$ cat config.mk
export PLATFORM = sky130hd
export DESIGN_NAME = ysyx_25060173_mem_arbiter
export DESIGN_NICKNAME = d
export VERILOG_FILES = /design/src/rtl/ysyx_25060173_mem_arbiter.sv
export SDC_FILE = /design/constraint.sdc
export NUM_CORES = 1
export LEC_CHECK = 0
export BUFFER_PORTS_ARGS = -buffer_cell sky130_fd_sc_hd__buf_2
export CAP_MARGIN = 20
export CORE_AREA = 2 2 124 126
export DETAILED_ROUTE_END_ITERATION = 16
export DIE_AREA = 0 0 126 128
export PLACE_DENSITY = 0.73
export SLEW_MARGIN = 10
export SYNTH_ARGS = -nofsm -noshare
export SYNTH_HDL_FRONTEND = slang
export SYNTH_SLANG_ARGS = --single-unit
$ cat constraint.sdc
create_clock -name clk -period 1.9 [get_ports clk]
set_input_delay 0.19 -clock clk [delete_from_list [all_inputs] [get_ports clk]]
set_output_delay 0.19 -clock clk [all_outputs]
set_load 0.05 [all_outputs]
$ cat src/rtl/ysyx_25060173_mem_arbiter.sv
// Round-robin arbiter sharing one memory port between IFU (m0) and LSU (m1).
// Ports: clk, reset (sync, active-low); m0_*/m1_* master req/resp; s_* slave.
// Optional macro ARB_TIMEOUT_EN: WAIT watchdog returning an error after
// TIMEOUT cycles without a slave response.
module ysyx_25060173_mem_arbiter #(
    parameter int ADDR_W  = 32,
    parameter int DATA_W  = 32,
    parameter int TIMEOUT = 255
) (
    input  logic                clk,
    input  logic                reset,
    input  logic                m0_req_valid,
    output logic                m0_req_ready,
    input  logic [ADDR_W-1:0]   m0_addr,
    input  logic                m0_wen,
    input  logic [DATA_W-1:0]   m0_wdata,
    input  logic [DATA_W/8-1:0] m0_wmask,
    output logic                m0_resp_valid,
    output logic [DATA_W-1:0]   m0_rdata,
    output logic                m0_resp_err,
    input  logic                m1_req_valid,
    output logic                m1_req_ready,
    input  logic [ADDR_W-1:0]   m1_addr,
    input  logic                m1_wen,
    input  logic [DATA_W-1:0]   m1_wdata,
    input  logic [DATA_W/8-1:0] m1_wmask,
    output logic                m1_resp_valid,
    output logic [DATA_W-1:0]   m1_rdata,
    output logic                m1_resp_err,
    output logic                s_req_valid,
    input  logic                s_req_ready,
    output logic [ADDR_W-1:0]   s_addr,
    output logic                s_wen,
    output logic [DATA_W-1:0]   s_wdata,
    output logic [DATA_W/8-1:0] s_wmask,
    input  logic                s_resp_valid,
    input  logic [DATA_W-1:0]   s_rdata
);
    localparam int MASK_W = DATA_W / 8;

    typedef enum logic [1:0] {IDLE, REQ, WAIT, RESP} state_e;

    state_e              state_q;
    logic                last_q;
    logic                grant_q;
    logic [ADDR_W-1:0]   addr_q;
    logic                wen_q;
    logic [DATA_W-1:0]   wdata_q;
    logic [MASK_W-1:0]   wmask_q;
    logic [DATA_W-1:0]   rdata_q;

    logic                win1_d;
    logic                take_d;
    logic [ADDR_W-1:0]   addr_d;
    logic                wen_d;
    logic [DATA_W-1:0]   wdata_d;
    logic [MASK_W-1:0]   wmask_d;
    logic                in_req;
    logic                resp0;
    logic                resp1;

    // On a tie the master that did not win last time gets the port.
    assign win1_d = (m0_req_valid && m1_req_valid) ? ~last_q : m1_req_valid;
    // Ready is masked during reset so nothing is accepted on a reset edge.
    assign take_d = reset && (state_q == IDLE) &&
                    (m0_req_valid || m1_req_valid);

    assign m0_req_ready = take_d && !win1_d;
    assign m1_req_ready = take_d && win1_d;

    assign addr_d  = win1_d ? m1_addr  : m0_addr;
    assign wen_d   = win1_d ? m1_wen   : m0_wen;
    assign wdata_d = win1_d ? m1_wdata : m0_wdata;
    assign wmask_d = win1_d ? m1_wmask : m0_wmask;

`ifdef ARB_TIMEOUT_EN
    localparam int CNT_W = ($clog2(TIMEOUT + 1) > 8) ?
                           $clog2(TIMEOUT + 1) : 8;
    localparam logic [CNT_W-1:0] CNT_LAST = CNT_W'(TIMEOUT - 1);

    logic [CNT_W-1:0] cnt_q;
    logic             err_q;
`else
    logic unused_timeout;
    assign unused_timeout = (TIMEOUT != 0);
`endif

    always_ff @(posedge clk) begin
        if (!reset) begin
            state_q <= IDLE;
            last_q  <= 1'b1;
            grant_q <= 1'b0;
            addr_q  <= '0;
            wen_q   <= 1'b0;
            wdata_q <= '0;
            wmask_q <= '0;
            rdata_q <= '0;
`ifdef ARB_TIMEOUT_EN
            cnt_q   <= '0;
            err_q   <= 1'b0;
`endif
        end else begin
            unique case (state_q)
                IDLE: begin
                    if (take_d) begin
                        grant_q <= win1_d;
                        last_q  <= win1_d;
                        addr_q  <= addr_d;
                        wen_q   <= wen_d;
                        wdata_q <= wdata_d;
                        wmask_q <= wmask_d;
                        state_q <= REQ;
                    end
                end
                REQ: begin
                    if (s_req_ready) begin
                        state_q <= WAIT;
`ifdef ARB_TIMEOUT_EN
                        cnt_q   <= '0;
`endif
                    end
                end
                WAIT: begin
                    // A real response wins over a coinciding timeout.
                    if (s_resp_valid) begin
                        rdata_q <= s_rdata;
                        state_q <= RESP;
`ifdef ARB_TIMEOUT_EN
                        err_q   <= 1'b0;
                    end else if (cnt_q == CNT_LAST) begin
                        rdata_q <= '0;
                        err_q   <= 1'b1;
                        state_q <= RESP;
                    end else begin
                        cnt_q   <= cnt_q + 1'b1;
`endif
                    end
                end
                RESP: state_q <= IDLE;
                default: state_q <= IDLE;
            endcase
        end
    end

    assign in_req  = (state_q == REQ);
    assign s_req_valid = in_req;
    assign s_addr  = in_req ? addr_q  : '0;
    assign s_wen   = in_req && wen_q;
    assign s_wdata = in_req ? wdata_q : '0;
    assign s_wmask = in_req ? wmask_q : '0;

    assign resp0 = (state_q == RESP) && !grant_q;
    assign resp1 = (state_q == RESP) && grant_q;

    assign m0_resp_valid = resp0;
    assign m1_resp_valid = resp1;
    assign m0_rdata = resp0 ? rdata_q : '0;
    assign m1_rdata = resp1 ? rdata_q : '0;

`ifdef ARB_TIMEOUT_EN
    assign m0_resp_err = resp0 && err_q;
    assign m1_resp_err = resp1 && err_q;
`else
    assign m0_resp_err = 1'b0;
    assign m1_resp_err = 1'b0;
`endif

endmodule

# == Word level (Yosys, flattened, before mapping) ==
# Index checks and enable logic that the tools add are counted.
# classes
eq_ne,6
muxes,14
bitwise,1
reduce_logical,15
# op_table
op,count
$mux W32,6
$logic_and A1 B1 Y1,8
$mux W4,2
$pmux W2 S4,1
$mux W2,3
$ne A2 B2 Y1 const B,3
$eq A2 B2 Y1 const B,2
$reduce_and A2 Y1,2
$reduce_and A3 Y1,1
$eq A2 B1 Y1 const B,1
$logic_not A1 Y1,2
$logic_not A2 Y1,1
$mux W1,2
$logic_or A1 B1 Y1,1
$not A1 Y1,1
# word_totals
register_bits,105
input_bits,176

# == Longest topological paths before layout ==
# Gate-level depths: netlist of the first run.
# logic_depth
depth_word,5
mapped_depth,8
depth_no_buf,5

# == Least setup slack after synthesis of the first run ==
# No wires, ideal clock.
# synth_path
path_type,flip-flop to output port
start,register state_q[1]
end,output m0_rdata[22]
arrival_ps,1952
t_required_ps,1710
slack_ps,-242
path_stages_with_launch,5
n_path_buf,1
cell_sequence,dfxtp_1 > ha_1 > nor2b_1 > clkbuf_1 > and2_1
# synth_between
elab_chain_len,3
# synth_rtl
item,line,text
from (decl),43,state_e state_q;
from (signal assigned),90,state_q <= IDLE;
from (signal assigned),112,state_q <= REQ;
from (signal assigned),117,state_q <= WAIT;
$eq A2 B2 Y1,152,assign resp0 = (state_q == RESP) && !grant_q;
$logic_and A1 B1 Y1,152,
named net m0_resp_valid,18,"output logic m0_resp_valid,"
$mux W32,157,assign m0_rdata = resp0 ? rdata_q : '0;
to (decl),19,"output logic [DATA_W-1:0] m0_rdata,"
# The timed path passes the listed nets, and every way through them passes these cells.

# == Worst setup path in the final report of the first run ==
# layout_path
start,register state_q[0]
end,output m0_rdata[19]
# layout_between
elab_chain_len,3
# layout_rtl
item,line
$eq A2 B2 Y1,152
$logic_and A1 B1 Y1,152
$mux W32,157
# No other way between the ends.

==> flow_summary.ini, run 1 <==
[routing]
wire_per_inst_um = 16.8
route.detailed.drc = 0
ant_nets = 0
routed_via_density = 5.36
drt-total-wl_mm = 18.6
vias = 5930
dr.pass1.iters = 5
drt_iter0_markers = 317

[worst_setup_path]
setup.worst_path.end_class = output pin
r2r_start = state_q[0]
crit_required_ns = 1.71
cp_data_arrival_time_ns = 1.63
path_buf_inv = 2
r2r_setup_slack_ns = 0.31
crit_slowest_cell = dfxtp_1
critPathLaunchType = flip-flop
reg2reg_depth = 6
cp_top_family = buffers and inverters
rr_endpoint = addr_q[22]
crit_chain = ha_1 > nor2b_2 > buf_12 > and2_1 > buf_4
worst-setup-path-type = reg2out
path_max_fanout = 33
slowest_delay_ns = 0.36

[sta]
setup_violations = 0
drv_slew = 0
slew_headroom_pct = 56.8
setup_tns_ns = 0
tightest_slew_ns = 0.648
rsz0062_at_grt = yes
holdWs_ns = 0.0690
fmax_ghz = 0.550
min_period_ns = 1.82
timing.final.crit_share_pct = 95.7
hold_viol_final = 0
skew_ns = 0.00713

[floorplanning]
die_w_um = 126
dieArea_mm2 = 0.0161
fp.coreArea_mm2 = 0.0149
ios = 316
core.rowCount = 45
die_h_um = 128
start_util_pct = 36.6

[layout]
mostFrequentLayoutCell = buf_2
nFillCells = 1448
nets = 1093
final_cell_mix = buf_2, and2_1, dfxtp_1, a21boi_1
area_growth_pct = 41.7
drive_above_1_share_pct = 38.7
stdcell_area_mm2 = 0.00771

[global_route]
use_met1_pct = 26.8
use_met3_pct = 4.72
grt_pass1_vias = 5554
grt-ovfl-total = 0
grt_antenna_before_repair = 1
grt.busiest_layer = met2
met2_usage_pct = 36.3
grt_pass1_wl_mm = 28.3
gr-usage-all-layers_pct = 21.7
grt_max_degree = 73

[synthesis]
ys_seq_area_share_pct = 38.7
syn-instance-count = 645
ys.flop_type = dfxtp_1
synth_cell_types = 26
syn-cell-area_mm2 = 0.00544
synthArstFlopShare_pct = 0
synth_edf_count = 0
yosys_warnings = 0
syn_area_per_cell_um2 = 8.43
ys_ff_latch = 105

[place]
port-buffer-count = 313
gp_congestion = 0.795
dpl-instance-area_mm2 = 0.00714
dp_hpwl_mm = 12.4

[clock_network]
numClockSinks = 105
hold_buffers = 0
cts_htree_levels = 3
cts_resized = 38
clockBufferDepth = 2
cts_tree = done
clock_latency_ns = 0.35
cts_buffers = 9
cts.reportedPaths.clkPinSlew_ns = 0.07
post_cts_buffers = 0
cts-root-buf = clkbuf_16

[worst_hold_path]
whs_path_depth = 3
hold_end = rdata_q[24]
hp-start = s_rdata[24]
hp-class = in2reg

[power]
leakagePower_nw = 3.55
power_density_mw_per_mm2 = 944
ir_drop_mv = 0.489

[run]
max_cap_violations = 0

[run_status]
status = finished, final reports clean
-- tightest hold or removal path: stages --
cell      delay [ns]
buf_2           0.09
nand2_1         0.04
a21boi_1        0.05
-- stage by stage --
step / instances / worst slack (ns) / power (mW) / util, %
final: 1107 / 0.0819 / 7.27 / 51.8
after global routing: 1107 / -0.0232 / 7.70 / 51.8
after CTS: 1106 / 0.0000745 / 7.28 / 50.5
after detailed placement: 1090 / 0.225 / 5.47 / 48.1
after global placement: 1090 / 0.304 / 5.44 / 48.1
after floorplan: 646 / 0.0289 / 4.62 / -
-- cell type report --
cell class | instances | area (um^2) | area share, %
multi-input cells | 463 | 3010 | 39.1
flip-flops and latches | 105 | 2100 | 27.3
repair buffers | 331 | 2070 | 26.9
well taps | 188 | 235 | 3.05
clock buffers | 10 | 229 | 2.97
clock inverters | 6 | 43.8 | 0.568
inverters | 3 | 11.3 | 0.146
diodes | 1 | 2.50 | 0.0325
-- cell families (layout without fill, tap and decap cells) --
| family | count (synthesis) | count (layout) | synth area share (%) |
|---|---|---|---|
| other | 1 | 3 | 0.0690 |
| AND/OR/NAND/NOR | 279 | 279 | 27.4 |
| multiplexers | 1 | 1 | 0.184 |
| flip-flops | 105 | 105 | 38.7 |
| buffers and inverters | 78 | 350 | 6.58 |
| AO/OA/AOI/OAI | 177 | 177 | 26.2 |
| adder cells (fa/ha/maj) | 4 | 4 | 0.920 |
-- flip-flops by register name (all words and copies together) (netlist names) --
name	cells
addr_q	32
wdata_q	32
wen_q	1
state_q	2
wmask_q	4
last_q	1
rdata_q	32
grant_q	1
-- worst max path at each step --
stage,cells after the start,startpoint,end
2_1_floorplan,4,state_q[1],m0_rdata[22]
3_3_place_gp,6,state_q[0],addr_q[25]
3_5_place_dp,6,state_q[0],addr_q[22]
4_1_cts,4,state_q[1],m1_rdata[6]
5_1_grt,5,state_q[0],m0_rdata[14]
6_report,5,state_q[0],m0_rdata[19]
-- power breakdown --
part | switching (mW) | internal (mW)
sequential | 0.180 | 2.54
combinational | 1.81 | 0.969
clock | 0.875 | 0.896
total | 2.86 | 4.41
-- per-layer routing --
metal	wire (um)	part of all wire, %
met5	0	0
met2	9060	49
met1	7630	41
met3	1370	7.4
met4	511	2.8
-- synthesized netlist by cell type, types with 3 or more instances --
cell | count | area [um^2]
and2_1 | 105 | 657
dfxtp_1 | 105 | 2100
a21boi_1 | 99 | 743
a32oi_1 | 69 | 604
nand3_1 | 69 | 345
nand2_1 | 68 | 255
clkbuf_1 | 40 | 150
and3_1 | 34 | 213
buf_2 | 28 | 140
buf_4 | 4 | 30.0
ha_1 | 4 | 50.1
inv_1 | 3 | 11.3
(Power assumes the default switching activity.)
==> inputs of run 2 (changes only) <==
- CELL_PAD_IN_SITES_DETAIL_PLACEMENT: not set -> 0
- CELL_PAD_IN_SITES_GLOBAL_PLACEMENT: not set -> 2
- CORE_AREA: 2 2 124 126 -> not set
- CORE_UTILIZATION: not set -> 23
- DIE_AREA: 0 0 126 128 -> not set
- PLACE_DENSITY: 0.73 -> not set
- PLACE_DENSITY_LB_ADDON: not set -> 0.1
==> run 2 against run 1 <==
Wire length increased by 15%. Register-to-register slack got worse by 0.11 ns. Cell area increased by 5.5%. Hold slack got worse by 0.0068 ns. Combinational power increased by 6%. Die area increased by 50%. Sequential share of layout area decreased by 1.4 points. Largest cell class unchanged. Highest routed layer is now met5.
==> flow_summary.ini, run 2 (synthesis results as in run 1) <==
[layout]
postLayoutCoreUtil_pct = 35.5
area_growth_pct = 49.5
top_regs = addr_q: 32 flops, rdata_q: 32 flops, wdata_q: 32 flops
nets = 1099
drive_above_1_share_pct = 39.6
final_cell_mix = buf_2, dfxtp_1, and2_1, a21boi_1
mostFrequentLayoutCell = buf_2

[sta]
fin_ws_ns = 0.0710
timing.final.crit_share_pct = 96.3
hold_viol_final = 0
drv_slew = 0
min_period_ns = 1.83
setup_violations = 0
fmax_ghz = 0.547
tightest_slew_ns = 0.624
slew_headroom_pct = 58.2
skew_ns = 0.00845
rsz0062_at_grt = yes

[clock_network]
cts.reportedPaths.clkPinSlew_ns = 0.07
cts-root-buf = clkbuf_16
clockBufferDepth = 2
cts_buffers = 9
cts_tree = done
hold_buffers = 0
numClockSinks = 105
clock_latency_ns = 0.35
cts_htree_levels = 3

[worst_setup_path]
reg2reg_depth = 6
crit_required_ns = 1.71
critPathLaunchType = flip-flop
r2r_start = state_q[0]
cp_data_arrival_time_ns = 1.64
path_max_fanout = 28
rr_endpoint = wdata_q[31]
r2r_setup_slack_ns = 0.20
setup.worst_path.end_class = output pin
worst-setup-path-type = reg2out

[place]
port-buffer-count = 313
gp_congestion = 0.759
place_ws_ns = 0.153
dp_hpwl_mm = 15.2

[power]
p_seq_share_pct = 35.3
p_sw_share_pct = 37.9
switchingPower_mw = 2.94
pwr-share-comb_pct = 38.0
power_density_mw_per_mm2 = 955
clock_power_share_pct = 26.7
leakagePower_nw = 3.60
ir_drop_mv = 0.409
p_int_mw = 4.82

[global_route]
grt_pass1_vias = 5863
grt_pass1_wl_mm = 32.7
grt_antenna_before_repair = 6
grt_max_degree = 57
gr-usage-all-layers_pct = 17.3
grt-ovfl-total = 0

[worst_hold_path]
whs_path_depth = 2
hp-class = in2reg
hold_end = last_q
hp-start = reset

[routing]
route.detailed.drc = 0
ant_nets = 0
drt_iter0_markers = 267
wire_per_inst_um = 17.2
vias = 5959
routed_via_density = 4.80
dr.pass1.iters = 5
drt-total-wl_mm = 21.4

[floorplanning]
start_util_pct = 23.7
fp.coreArea_mm2 = 0.0229
dieArea_mm2 = 0.0243
ios = 316
die_h_um = 156
core.rowCount = 55
die_w_um = 156

[run_status]
status = finished, final reports clean

[run]
max_cap_violations = 0
run 2: cell count changes in the layout (fill, tap and decap cells not counted), moves of 3 or more:
cell,previous run,this run
buf_4,50,67
clkbuf_4,33,44
diode_2,1,4
and2_1,104,100
buf_6,16,27
and2_4,1,4
buf_2,225,192
run 2: area by class of cell:
type | instances | area, um^2
Multi-Input combinational cell | 463 | 3050
Sequential cell | 105 | 2110
Antenna cell | 4 | 10.0
Clock inverter | 4 | 76.3
Fill cell | 2449 | 14800
Tap cell | 313 | 392
Clock buffer | 12 | 246
Inverter | 3 | 11.3
Timing Repair Buffer | 337 | 2240
run 2: repair_timing:
action | CTS | global route
hold endpoints to repair | 0 | 0
setup buffers | 0 | 1
gates resized for setup | 64 | 118
endpoints found under the setup margin | 98 | 130
run 2: stage by stage:
stage | setup TNS (ns) | cell area, um^2 | cells | hold WS [ns] | power, mW
after floorplan | 0 | 5450 | 646 | 0.325 | 4.62
after global placement | 0 | 7330 | 1220 | 0.415 | 5.54
after detailed placement | 0 | 7330 | 1220 | 0.416 | 5.60
after CTS | -0.0498 | 7820 | 1236 | 0.0456 | 7.75
after global routing | -0.145 | 8130 | 1240 | 0.0603 | 8.23
final | 0 | 8130 | 1241 | 0.0621 | 7.76
run 2: how the worst max path moves through the flow:
stage | end | slack, ns | startpoint | cells past startpoint
after floorplan | m0_rdata[22] | 0.03 | state_q[1] | 4
after global placement | m0_rdata[4] | 0.17 | state_q[1] | 5
after detailed placement | m0_rdata[4] | 0.15 | state_q[1] | 5
after CTS | m1_rdata[15] | -0.01 | state_q[1] | 4
after global routing | s_addr[10] | -0.01 | state_q[1] | 5
final | s_addr[23] | 0.07 | state_q[1] | 5
run 2: routing by layer:
metal	track usage, %	share of wire (%)
met5	0	0.13
met4	5.32	1.1
met3	4.83	6.6
met2	28.8	49
met1	21.6	43
run 2: worst max-delay path: stages, from the launching register on:
cell and delay, ns:
dfxtp_2 0.34, inv_1 0.14, ha_4 0.25, buf_12 0.18, and2_1 0.14, clkbuf_4 0.22
run 2: power groups by stage:
stage / Clock (mW) / Combinational [mW] / Sequential, mW
5_1_grt: 2.24 / 3.21 / 2.78
3_3_place_gp: 0 / 2.78 / 2.76
3_5_place_dp: 0 / 2.82 / 2.77
2_1_floorplan: 0 / 1.90 / 2.71
4_1_cts: 2.14 / 2.88 / 2.73
6_report: 2.07 / 2.95 / 2.74
==> inputs of run 3 (changes only) <==
- CTS_CLUSTER_SIZE: not set -> 14
- REMOVE_ABC_BUFFERS: not set -> 1
- SETUP_SLACK_MARGIN: not set -> 0.02
==> run 3 against run 2 <==
Utilization shrank 0.21 points. Clock power is 9.7% lower. Maximum frequency increased by 1.3%. Flip-flop and latch count stayed put. Register-to-register slack improved by 0.08 ns. First-iteration DRC count increased by 2.2%. Power fell by 3.0%. Via count shrank 1.5%. Critical path type unchanged. Combinational power hardly changed.
==> flow_summary.ini, run 3 (synthesis results as in run 1) <==
[routing]
drt-total-wl_mm = 21.5
route.detailed.drc = 0
routed_via_density = 4.76
drt_iter0_markers = 273
wire_per_inst_um = 17.4
dr.pass1.iters = 6
ant_nets = 0
vias = 5869

[floorplanning]
dieArea_mm2 = 0.0243
start_util_pct = 23.7
die_h_um = 156
fp.coreArea_mm2 = 0.0229
ios = 316
core.rowCount = 55
die_w_um = 156

[global_route]
gr-usage-all-layers_pct = 17.0
grt_max_degree = 102
grt_pass1_vias = 5580
grt_pass1_wl_mm = 32.0
grt_antenna_before_repair = 4
grt-ovfl-total = 0

[clock_network]
cts-root-buf = clkbuf_16
cts_tree = done
cts.reportedPaths.clkPinSlew_ns = 0.07
cts_buffers = 9
numClockSinks = 105
clockBufferDepth = 2
post_cts_buffers = 0
clock_latency_ns = 0.35
cts_htree_levels = 3

[worst_setup_path]
setup.worst_path.end_class = output pin
worst-setup-path-type = reg2out
path_max_fanout = 16
cp_data_arrival_time_ns = 1.61
r2r_setup_slack_ns = 0.28
critPathLaunchType = flip-flop
crit_required_ns = 1.71

[worst_hold_path]
hp-class = in2reg

[sta]
rsz0062_at_grt = yes
setup_violations = 0
fmax_ghz = 0.554
setup_tns_ns = 0
timing.final.crit_share_pct = 95.0
skew_ns = 0.00855
min_period_ns = 1.80
hold_viol_final = 0
drv_slew = 0

[layout]
top_regs = addr_q: 32 flops, rdata_q: 32 flops, wdata_q: 32 flops
instances_no_fill = 1234
area_growth_pct = 48.6
mostFrequentLayoutCell = buf_2
nFillCells = 2467
register_area_mm2 = 0.00210
multi_input_area_mm2 = 0.00302
drive_above_1_share_pct = 39.0
final_cell_mix = buf_2, and2_1, dfxtp_1, a21boi_1
nets = 1094

[power]
p_sw_share_pct = 38.9
switchingPower_mw = 2.93
ir_drop_mv = 0.454
p_seq_share_pct = 36.3
pwr-share-comb_pct = 38.8
clock_power_share_pct = 24.8
total_power_mw = 7.53
p_int_mw = 4.60
leakagePower_nw = 3.57
power_density_mw_per_mm2 = 932

[place]
dp_hpwl_mm = 14.4
dp_cells = 1215
port-buffer-count = 313
gp_congestion = 0.767

[run]
max_cap_violations = 0

[run_status]
status = finished, final reports clean
## run 3: changes by cell type in the layout (fill, tap and decap cells not counted), moves of 2 or more
cell	delta
and2_4	-4
clkbuf_4	+16
buf_4	-52
and2_1	+4
buf_6	+7
buf_2	+18
ha_4	-2
ha_2	+2
clkbuf_1	-2
buf_12	+5
clkinv_2	+3
## run 3: final cells by class
cell class | instances | share of cell area (%)
clock buffer | 9 | 2.79
clock inverter | 6 | 0.743
antenna | 3 | 0.0929
sequential | 105 | 26.0
inverter | 3 | 0.139
timing repair buffer | 332 | 28.0
tap | 313 | 4.85
multi-input combinational | 463 | 37.3
## run 3: worst max-delay path, cell delays in order, from the launching register on
cell	delay, ns
dfxtp_2	0.36
ha_2	0.20
nor2b_4	0.22
clkbuf_16	0.19
and2_1	0.14
buf_6	0.16
## run 3: worst paths after layout
kind                  end  cells past startpoint   startpoint
max          m0_rdata[19]                      5   state_q[1]
min           rdata_q[29]                      3  s_rdata[29]
max reg2reg    addr_q[19]                      6   state_q[0]
min reg2reg    rdata_q[1]                      2   rdata_q[1]
## run 3: what timing repair did
item,CTS,global route
cloned,0,1
setup endpoints to repair,45,136
pin swaps,0,0
hold buffers,0,0
endpoints found under the hold margin,0,0
gates resized for setup,35,116
## run 3: power groups by stage
stage          clock network (mW)  logic (mW)  registers, mW
6_report                     1.87        2.92           2.74
5_1_grt                      2.05        3.18           2.78
4_1_cts                      1.97        2.90           2.73
3_5_place_dp                    0        2.88           2.77
3_3_place_gp                    0        2.85           2.76
2_1_floorplan                   0        1.65           2.73
## run 3: routing by layer
metal	global-route usage, %	part of all wire [%]	vias up
met5	0	0.11	-
met2	27.3	46	231
met3	6.64	9.1	17
met4	4.44	1.4	4
met1	21.1	43	2778
li1	-	-	2839
## run 3: per-stage QoR
stage          cell area (um^2)  hold slack (ns)  util [%]  setup WS (ns)
2_1_floorplan              5090            0.252         -          -1.16
3_3_place_gp               7360            0.430      32.1          0.296
3_5_place_dp               7360            0.437      32.1          0.224
4_1_cts                    7740           0.0580      33.8        0.00200
5_1_grt                    8070           0.0625      35.2        0.00317
6_report                   8080           0.0784      35.3         0.0951
